==> config.mk <==
export PLATFORM = sky130hd
export DESIGN_NAME = rab_arbiter
export DESIGN_NICKNAME = d
export VERILOG_FILES = /design/src/rtl/rab_arbiter.sv
export SDC_FILE = /design/constraint.sdc
export NUM_CORES = 1
export LEC_CHECK = 0
export BUFFER_PORTS_ARGS = -buffer_cell sky130_fd_sc_hd__buf_2
export CAP_MARGIN = 20
export CORE_MARGIN = 2
export CORE_UTILIZATION = 50
export CTS_CLUSTER_DIAMETER = 50
export DETAILED_ROUTE_END_ITERATION = 16
export MAX_ROUTING_LAYER = met4
export PLACE_DENSITY = 0.84
export SYNTH_ARGS = -nofsm -noshare
export SYNTH_HDL_FRONTEND = slang
export SYNTH_SLANG_ARGS = --single-unit
export TNS_END_PERCENT = 5
==> constraint.sdc <==
create_clock -name sys_clk -period 4.3 [get_ports sys_clk]
set_input_delay 0.43 -clock sys_clk [delete_from_list [all_inputs] [get_ports sys_clk]]
set_output_delay 0.43 -clock sys_clk [all_outputs]
set_load 0.02 [all_outputs]
==> src/rtl/rab_arbiter.sv <==
// Round-robin arbiter between the MCU and I2C-slave masters for the shared register access bus.
// Issues one single-strobe RAB transfer per grant and waits for the slave ack, with a timeout.
module rab_arbiter #(
  parameter int unsigned AW      = 16,
  parameter int unsigned DW      = 8,
  parameter int unsigned TIMEOUT = 15
) (
  input  logic          sys_clk,
  input  logic          sys_rst,
  input  logic          mcu_req,
  input  logic          mcu_wr,
  input  logic [AW-1:0] mcu_addr,
  input  logic [DW-1:0] mcu_wdata,
  output logic          mcu_done,
  output logic [DW-1:0] mcu_rdata,
  output logic          mcu_err,
  input  logic          i2cs_req,
  input  logic          i2cs_wr,
  input  logic [AW-1:0] i2cs_addr,
  input  logic [DW-1:0] i2cs_wdata,
  output logic          i2cs_done,
  output logic [DW-1:0] i2cs_rdata,
  output logic          i2cs_err,
  output logic          rab_write,
  output logic          rab_read,
  output logic [AW-1:0] rab_addr,
  output logic [DW-1:0] rab_wdata,
  input  logic [DW-1:0] rab_rdata,
  input  logic          rab_ack,
  output logic          mcu_rab_write,
  output logic          mcu_rab_read,
  output logic          i2cs_rab_write,
  output logic          i2cs_rab_read,
  output logic          rab_busy
);

  localparam int unsigned   CW     = $clog2(TIMEOUT + 1);
  localparam logic [CW-1:0] TMO    = CW'(TIMEOUT);
  localparam logic          M_MCU  = 1'b0;
  localparam logic          M_I2CS = 1'b1;

  typedef enum logic [1:0] {
    S_IDLE   = 2'd0,
    S_STROBE = 2'd1,
    S_WAIT   = 2'd2,
    S_DONE   = 2'd3
  } state_t;

  state_t        r_state;
  logic          r_grant;
  logic          r_last_grant;
  logic          r_wr;
  logic [CW-1:0] r_cnt;

  logic          w_grant_i2cs;
  logic          w_sel_wr;
  logic [AW-1:0] w_sel_addr;
  logic [DW-1:0] w_sel_wdata;
  logic [CW-1:0] w_cnt_inc;
  logic          w_timeout;
  logic          w_finish;
  logic [DW-1:0] w_cap_rdata;

  // On a tie the master that was not served last wins.
  assign w_grant_i2cs = i2cs_req & (~mcu_req | (r_last_grant == M_MCU));
  assign w_sel_wr     = w_grant_i2cs ? i2cs_wr    : mcu_wr;
  assign w_sel_addr   = w_grant_i2cs ? i2cs_addr  : mcu_addr;
  assign w_sel_wdata  = w_grant_i2cs ? i2cs_wdata : mcu_wdata;

  // Saturating wait counter; an ack on the final sample still wins over the timeout.
  assign w_cnt_inc   = (r_cnt == TMO) ? r_cnt : r_cnt + CW'(1);
  assign w_timeout   = (w_cnt_inc == TMO);
  assign w_finish    = rab_ack | w_timeout;
  assign w_cap_rdata = rab_ack ? rab_rdata : {DW{1'b1}};

  assign mcu_rab_write  = rab_write & (r_grant == M_MCU);
  assign mcu_rab_read   = rab_read  & (r_grant == M_MCU);
  assign i2cs_rab_write = rab_write & (r_grant == M_I2CS);
  assign i2cs_rab_read  = rab_read  & (r_grant == M_I2CS);

  always_ff @(posedge sys_clk or negedge sys_rst) begin
    if (!sys_rst) begin
      r_state      <= S_IDLE;
      r_grant      <= M_MCU;
      r_last_grant <= M_I2CS;
      r_wr         <= 1'b0;
      r_cnt        <= '0;
      rab_write    <= 1'b0;
      rab_read     <= 1'b0;
      rab_addr     <= '0;
      rab_wdata    <= '0;
      rab_busy     <= 1'b0;
      mcu_done     <= 1'b0;
      mcu_rdata    <= '0;
      mcu_err      <= 1'b0;
      i2cs_done    <= 1'b0;
      i2cs_rdata   <= '0;
      i2cs_err     <= 1'b0;
    end else begin
      rab_write <= 1'b0;
      rab_read  <= 1'b0;
      mcu_done  <= 1'b0;
      i2cs_done <= 1'b0;
      case (r_state)
        S_IDLE: begin
          if (mcu_req | i2cs_req) begin
            r_grant   <= w_grant_i2cs;
            r_wr      <= w_sel_wr;
            rab_addr  <= w_sel_addr;
            rab_wdata <= w_sel_wdata;
            rab_write <= w_sel_wr;
            rab_read  <= ~w_sel_wr;
            rab_busy  <= 1'b1;
            r_cnt     <= '0;
            r_state   <= S_STROBE;
          end
        end
        S_STROBE, S_WAIT: begin
          r_cnt <= w_cnt_inc;
          if (w_finish) begin
            r_state <= S_DONE;
            if (r_grant == M_I2CS) begin
              i2cs_done <= 1'b1;
              i2cs_err  <= ~rab_ack;
              if (!r_wr) i2cs_rdata <= w_cap_rdata;
            end else begin
              mcu_done <= 1'b1;
              mcu_err  <= ~rab_ack;
              if (!r_wr) mcu_rdata <= w_cap_rdata;
            end
          end else begin
            r_state <= S_WAIT;
          end
        end
        S_DONE: begin
          r_last_grant <= r_grant;
          rab_busy     <= 1'b0;
          r_state      <= S_IDLE;
        end
        default: begin
          rab_busy <= 1'b0;
          r_state  <= S_IDLE;
        end
      endcase
    end
  end

endmodule

Word-level counts from Yosys, hierarchy flattened
Cells that the tools add are included.
W data, S select, Z words.
{ "word_totals": {"output_inout_bits": 51, "inputBits": 63, "elab_cells": 70, "reg_bits": 56} }
{ "op_classes": {"n_mux": 22, "eq_ne": 6, "bitwise": 14, "n_addsub": 1, "n_reduce_logical": 11} }
{ "op_table": {"columns": ["op", "count"], "rows": [
  ["$mux W16", 1],
  ["$mux W8", 2],
  ["$mux W1", 13],
  ["$eq A4 B4 Y1 const B", 2],
  ["$mux W4", 2],
  ["$pmux W4 S2", 1],
  ["$reduce_and A4 Y1", 2],
  ["$not A1 Y1", 6],
  ["$pmux W2 S3", 1],
  ["$reduce_and A2 Y1", 3],
  ["$reduce_and A3 Y1", 2],
  ["$and A1 B1 Y1", 5],
  ["$add A4 B1 Y4 const B", 1],
  ["$eq A2 B2 Y1 const B", 2],
  ["$reduce_bool A2 Y1", 2],
  ["$or A1 B1 Y1", 3],
  ["$eq A2 B1 Y1 const B", 1],
  ["$logic_not A2 Y1", 1],
  ["$mux W2", 1],
  ["$ne A2 B2 Y1 const B", 1],
  ["$pmux W1 S2", 1],
  ["$reduce_or A2 Y1", 1]
]} }

Logic depth before layout (Yosys ltp)
Gate-level depths: netlist of run 1.
{ "logic_depth": {"word_depth": 7, "depth_mapped": 7, "mapped_depth_nobuf": 6} }

Worst setup path before layout of run 1
Ideal clock, no wire load.
{ "synth_path": {"path_kind": "register to register", "from": "register r_cnt[0]", "to": "register i2cs_rdata[0]", "setup_ps": 63, "n_path_buf": 0, "arrival_time_ps": 1573, "stages_incl_launch_ff": 6, "synth_period_minus_slack_ps": 1636, "path_slack_ps": 2664, "required_ps": 4237, "cell_sequence": "dfrtp_1 ha_1 xnor2_1 nor4b_2 o211a_1 o22a_2"} }
{ "synth_between": {"elab_chain_cells": 5, "elab_cells_between_ends": 6, "cone_classes": "add/sub (1); eq/ne (2); mux (1); bitwise (1); reduce/logical (1)"} }
{ "synth_rtl": {"columns": ["item", "line", "rtl"], "rows": [
  ["start, declared", "53", "logic [CW-1:0] r_cnt;"],
  ["start signal, assigned", "119", "r_cnt <= w_cnt_inc;"],
  ["$add A4 B1 Y4 / $eq A4 B4 Y1 (equally long branches)", "71", "assign w_cnt_inc = (r_cnt == TMO) ? r_cnt : r_cnt + CW'(1);"],
  ["$mux W4 *", "71", null],
  ["$eq A4 B4 Y1 *", "72", "assign w_timeout = (w_cnt_inc == TMO);"],
  ["$or A1 B1 Y1 *", "73", "assign w_finish = rab_ack | w_timeout;"],
  ["$reduce_and A4 Y1 (no source line) *", null, null],
  ["end signal, assigned", "125", "if (!r_wr) i2cs_rdata <= w_cap_rdata;"],
  ["end, declared", "22", "output logic [DW-1:0] i2cs_rdata,"]
]} }
Mark *: on every way between the ends. The rest lies on a longest branch, timed or not.
A chain may end at the register's enable or synchronous reset.

Worst setup path in the final report of run 1
{ "layout_path": {"from": "register r_state[0]", "to": "register i2cs_rdata[7]"} }
{ "layout_between": {"elab_chain_cells": 3, "elab_cells_between_ends": 4, "cone_classes": "eq/ne (2); reduce/logical (2)"} }
{ "layout_rtl": {"columns": ["item", "line", "rtl"], "rows": [
  ["start, declared", "49", "state_t r_state;"],
  ["start signal, assigned", "83", "r_state <= S_IDLE;"],
  ["start signal, assigned", "115", "r_state <= S_STROBE;"],
  ["start signal, assigned", "121", "r_state <= S_DONE;"],
  ["$eq A2 B1 Y1 / $eq A2 B2 Y1 (equally long branches)", "104", "case (r_state)"],
  ["$reduce_or A2 Y1 *", "104", null],
  ["$reduce_and A4 Y1 (no source line) *", null, null]
]} }
Marked as above.

==> flow_metrics.tcl, run 1 <==
set metrics [dict create \
    status "completed" \
    cp_data_required_time_ps 4560 \
    fin_worst_skew_ps 9.61 \
    max_freq_mhz 477 \
    synth_most_common_cell "dfrtp_1" \
    top_layer "met4" \
    initial_core_util_pct 52.5 \
    port_buffers 113 \
    htree_num_levels 2 \
    startpoint "r_state[0]" \
    drt-initial-drc-count 171 \
    wire_per_inst_um 13.3 \
    viasPerCell 5.11 \
    clk_pin_slew_ps 100 \
    syn_inst 242 \
    cts_made_buffers 5 \
    crit_fanout 20 \
    rows 25 \
    syn_avg_cell_area_um2 10.5 \
    ant_nets 0 \
    clock_path_buffers 2 \
    fp.coreArea_mm2 0.00482 \
    clk_latency_ps 310 \
    drv_cap 0 \
    remaining_drc_errors 0 \
    ys.flop_type "dfrtp_1" \
    cts-root-buf "clkbuf_8" \
    grt_pass1_wl_mm 8.54 \
    p_per_area_mw_per_mm2 708 \
    vias 2141 \
    ys_ff_latch 56 \
    ir_worst_vdd_uv 439 \
    drive_above_1_share_pct 38.9 \
    synth_cell_types 35 \
    grt_pass1_vias 1842 \
    synth_area_leaders "dfrtp_1 (54%), mux2i_1 (10%), o21ai_0 (5.7%)" \
    cp-end-kind "flip-flop" \
    fin_crit_sh_pct 48.7 \
    nets 417 \
    die_area_mm2 0.00565 \
    setup_violations 0 \
    synth_area_mm2 0.00253 \
    grt_antenna_before_repair 0 \
    path_class "flip-flop to flip-flop" \
    synthToLayoutAreaGrowth_pct 28.0 \
    slew_violations 0 \
    dp_hpwl_mm 4.02 \
    wl_met3_um 539 \
    track_usage_pct 20.9 \
    finalSetupTns_ps 0 \
    reg2regPathDepth 6 \
    wirelength_mm 5.56 \
    n_antenna_cell 0 \
    grt_max_degree 57 \
    worst_pin_slew_ps 1050 \
    drtPass1Iterations 7 \
    post-cts-setup-buffer-count 0 \
    hold_viol_final 0 \
    r2r_start "r_state[0]" \
    yosysTopAreaCell "dfrtp_1" \
    yosys_warnings 0 \
    cts_hold_buf 0 \
    numClockSinks 56 \
    die_h_um 75.2 \
    fin_hold_ws_ps 241 \
    finalCriticalPeriod_ps 2090 \
    slew_headroom_pct 30.0 \
    synth-seq-area-share_pct 55.4 \
    dr_wl_met2_mm 2.55 \
    wl_met1_mm 2.38 \
    cts_resized 0 \
    synthTopCellsByCount "dfrtp_1 (55), nand2_1 (31), o21ai_0 (29)" \
    yosysTopAreaCellShare_pct 54.4 \
    die_w_um 75.2 \
    gr-total-overflow 0 \
    tritoncts "built" \
    io_pins 114 \
    rsz0062_at_grt "false" \
    gp_congestion 0.802 \
    synthArstFlopShare_pct 100 \
    start_kind "flip-flop" \
    synth-edff-count 0 \
    leakage_nw 1.72 \
    hp-class "primary input to async pin" \
    syn-num-nets 308 \
    total_power_w 0.00229 \
    worstPathArrival_ps 2350 \
]
## flip-flops by register name, summed over array words and instances (netlist names), 2 cells and up
| name | cells |
|---|---|
| mcu_rdata | 8 |
| r_state | 2 |
| i2cs_rdata | 8 |
| rab_addr | 16 |
| rab_wdata | 8 |
| r_cnt | 4 |
## per-stage QoR
stage	area (um^2)	util [%]	std cells	setup slack [ps]
2_1_floorplan	2530	-	242	2660
3_3_place_gp	3150	65.5	411	2250
3_5_place_dp	3150	65.5	411	2180
4_1_cts	3240	67.3	419	2230
5_1_grt	3240	67.3	419	2050
6_report	3240	67.3	419	2210
## routing by layer
metal,global-route usage (%),up-vias
met5,-,-
met4,5.85,0
met3,6.43,14
met2,32.7,129
met1,26.5,941
li1,-,1057
## where the power goes
| group | switching (W) | internal (W) |
|---|---|---|
| logic | 0.000677 | 0.000409 |
| clock network | 0.000167 | 0.000116 |
| registers | 0.000158 | 0.000768 |
## kinds of logic after synthesis
logic type | count (synthesis) | share of synthesized area (%)
simple gates | 69 | 13.2
xor+xnor | 1 | 0.346
fa+ha+maj | 3 | 1.48
buf+inv | 24 | 4.00
compound gates | 62 | 14.8
flops | 56 | 55.4
mux | 27 | 10.7
## final cells by class
type	count	area [um^2]
fill	378	1580
sequential	56	1400
multi-input combinational	162	1050
timing repair buffer	114	573
tap	67	83.8
clock buffer	6	72.6
inverter	12	45.0
clock inverter	2	13.8
## cells in the final DEF (no fill, tap or decap), types with 2 or more instances in the layout
cell and instances:
and3_2 2, nor2b_1 4, nand2_1 31, inv_1 12
nand3b_1 2, ha_1 3, dfrtp_1 55, o21ai_0 29
o22a_2 8, nor2_1 16, nand3_1 3, buf_2 113
clkbuf_8 5, nand4_1 3, mux2i_1 26, a31oi_1 3
and2_1 3, a21oi_1 13
## worst paths after layout
path / end / slack [ps]
setup / recovery: i2cs_rdata[7] / 2210
hold / removal: i2cs_rdata[3] / 240
setup reg to reg: i2cs_rdata[7] / 2210
hold reg to reg: rab_wdata[3] / 480
max in group asynchronous: r_cnt[2] / 3620
min in group sys_clk: i2cs_rdata[0] / 360
## critical path, cell delays in order (launching register included)
cell and delay [ps]:
dfrtp_1 380, inv_1 60, ha_1 610, nand2_1 160, nor4b_2 290, o211a_1 360
o22a_2 190
(Power assumes the default switching activity.)
==> run 2, diff against run 1 <==
--- a/config.mk
+++ b/config.mk
@@ -8,11 +8,11 @@
 export BUFFER_PORTS_ARGS = -buffer_cell sky130_fd_sc_hd__buf_2
 export CAP_MARGIN = 20
 export CORE_MARGIN = 2
-export CORE_UTILIZATION = 50
+export CORE_UTILIZATION = 47
 export CTS_CLUSTER_DIAMETER = 50
 export DETAILED_ROUTE_END_ITERATION = 16
 export MAX_ROUTING_LAYER = met4
-export PLACE_DENSITY = 0.84
+export PLACE_DENSITY = 0.8
 export SYNTH_ARGS = -nofsm -noshare
 export SYNTH_HDL_FRONTEND = slang
 export SYNTH_SLANG_ARGS = --single-unit
==> constraint.sdc (replaced) <==
create_clock -name sys_clk -period 2.1 [get_ports sys_clk]
set_input_delay 0.21 -clock sys_clk [delete_from_list [all_inputs] [get_ports sys_clk]]
set_output_delay 0.21 -clock sys_clk [all_outputs]
set_load 0.02 [all_outputs]
==> flow_metrics.tcl, run 2 (synthesized netlist as in run 1, its figures left out) <==
set metrics [dict create \
    cp-end-kind "flip-flop" \
    clock_path_buffers 2 \
    rows 26 \
    gp_congestion 0.847 \
    nets 421 \
    remaining_drc_errors 0 \
    hold_viol_final 0 \
    die_w_um 77.4 \
    rsz0062_at_grt "false" \
    drt-initial-drc-count 114 \
    crit_fanout 8 \
    fin_crit_sh_pct 90.4 \
    grt_max_degree 53 \
    cp_data_required_time_ps 2350 \
    vias 2180 \
    slew_violations 0 \
    die_h_um 77.4 \
    finalSetupTns_ps 0 \
    finalCriticalPeriod_ps 1900 \
    n_antenna_cell 0 \
    largest_reg_flops 16 \
    layout_commonest_cell "buf_2" \
    final_cells 426 \
    worstPathArrival_ps 2140 \
    hp-class "primary input to flip-flop" \
    dp_cells 417 \
    cts_made_buffers 5 \
    grt_antenna_before_repair 0 \
    regMostFlops "rab_addr" \
    path_class "flip-flop to flip-flop" \
    tritoncts "built" \
    track_usage_pct 20.4 \
    cts_hold_buf 1 \
    numClockSinks 56 \
    fp.coreArea_mm2 0.00514 \
    clk_pin_slew_ps 100 \
    post-cts-setup-buffer-count 0 \
    leakage_nw 1.74 \
    worst_pin_slew_ps 1030 \
    grt_pass1_wl_mm 9.52 \
    port_buffers 113 \
    ir_worst_vdd_uv 638 \
    synthToLayoutAreaGrowth_pct 30.0 \
    clk_latency_ps 310 \
    drv_cap 0 \
    htree_num_levels 2 \
    status "completed" \
    initial_core_util_pct 49.2 \
    die_area_mm2 0.00599 \
    dp_hpwl_mm 4.37 \
    io_pins 114 \
    max_freq_mhz 527 \
    start_kind "flip-flop" \
    fin_worst_skew_ps 10.3 \
    grt_pass1_vias 2119 \
    setup_violations 0 \
    gr-total-overflow 0 \
    viasPerCell 5.12 \
    wire_per_inst_um 13.6 \
    cts-root-buf "clkbuf_8" \
    layout.cells.most_common_list "buf_2 (113), dfrtp_1 (55), nand2_1 (31)" \
    wirelength_mm 5.78 \
    slew_headroom_pct 31.3 \
    drive_above_1_share_pct 39.3 \
    drtPass1Iterations 4 \
    p_per_area_mw_per_mm2 1440 \
    cts_resized 0 \
    ant_nets 0 \
]
## run 2: cell types whose count changed in the layout (fill, tap and decap cells not counted), sizes merged
| cell | delta |
|---|---|
| dlygate4sd3 | +1 |
| buf | +3 |
## run 2: report_power, final
part / switching [W] / total (W) / internal (W)
sequential: 0.000327 / 0.00190 / 0.00157
combinational: 0.00140 / 0.00227 / 0.000868
clock: 0.000339 / 0.000577 / 0.000238
total: 0.00207 / 0.00475 / 0.00268
## run 2: worst paths after layout
path                               from             to  slack (ps)  cells after the start
max                            r_cnt[0]  i2cs_rdata[5]         200                      5
min                        rab_rdata[0]  i2cs_rdata[0]         150                      2
max reg2reg                    r_cnt[0]  i2cs_rdata[5]         200                      5
min reg2reg                rab_addr[12]   rab_addr[12]         490                      2
max in group asynchronous       sys_rst  i2cs_rdata[5]        1100                      3
min in group asynchronous       sys_rst   rab_wdata[5]         440                      2
## run 2: metrics by stage
| step | total power (W) | hold WS (ps) | setup WS [ps] | util [%] | cell area (um^2) |
|---|---|---|---|---|---|
| after global routing | 0.00511 | 135 | 78.2 | 64.0 | 3290 |
| after floorplan | 0.00339 | -85.6 | 464 | - | 2530 |
| after CTS | 0.00478 | 142 | 223 | 64.0 | 3290 |
| after global placement | 0.00409 | 237 | 314 | 62.1 | 3190 |
| after detailed placement | 0.00420 | 242 | 247 | 62.1 | 3190 |
| final | 0.00475 | 148 | 202 | 64.0 | 3290 |
## run 2: layout make-up
cell class | count | area, um^2
multi-input cells | 162 | 1050
repair buffers | 118 | 618
clock buffers | 6 | 72.6
fillers | 461 | 1850
flip-flops and latches | 56 | 1400
well taps | 70 | 87.6
clock inverters | 2 | 13.8
inverters | 12 | 45.0
## run 2: worst max-delay path, stage by stage (launching register included)
cell and delay [ps]:
dfrtp_1 470, ha_1 320, xnor2_1 180, nor4b_2 320
o211a_1 360, o22a_2 200
## run 2: per-layer routing
layer / up-vias / track usage, % / share of wire, %
met5: - / - / 0
met2: 107 / 34.7 / 47
met1: 1002 / 24.7 / 45
met3: 8 / 4.65 / 7.1
met4: 0 / 5.54 / 1.5
li1: 1063 / - / -
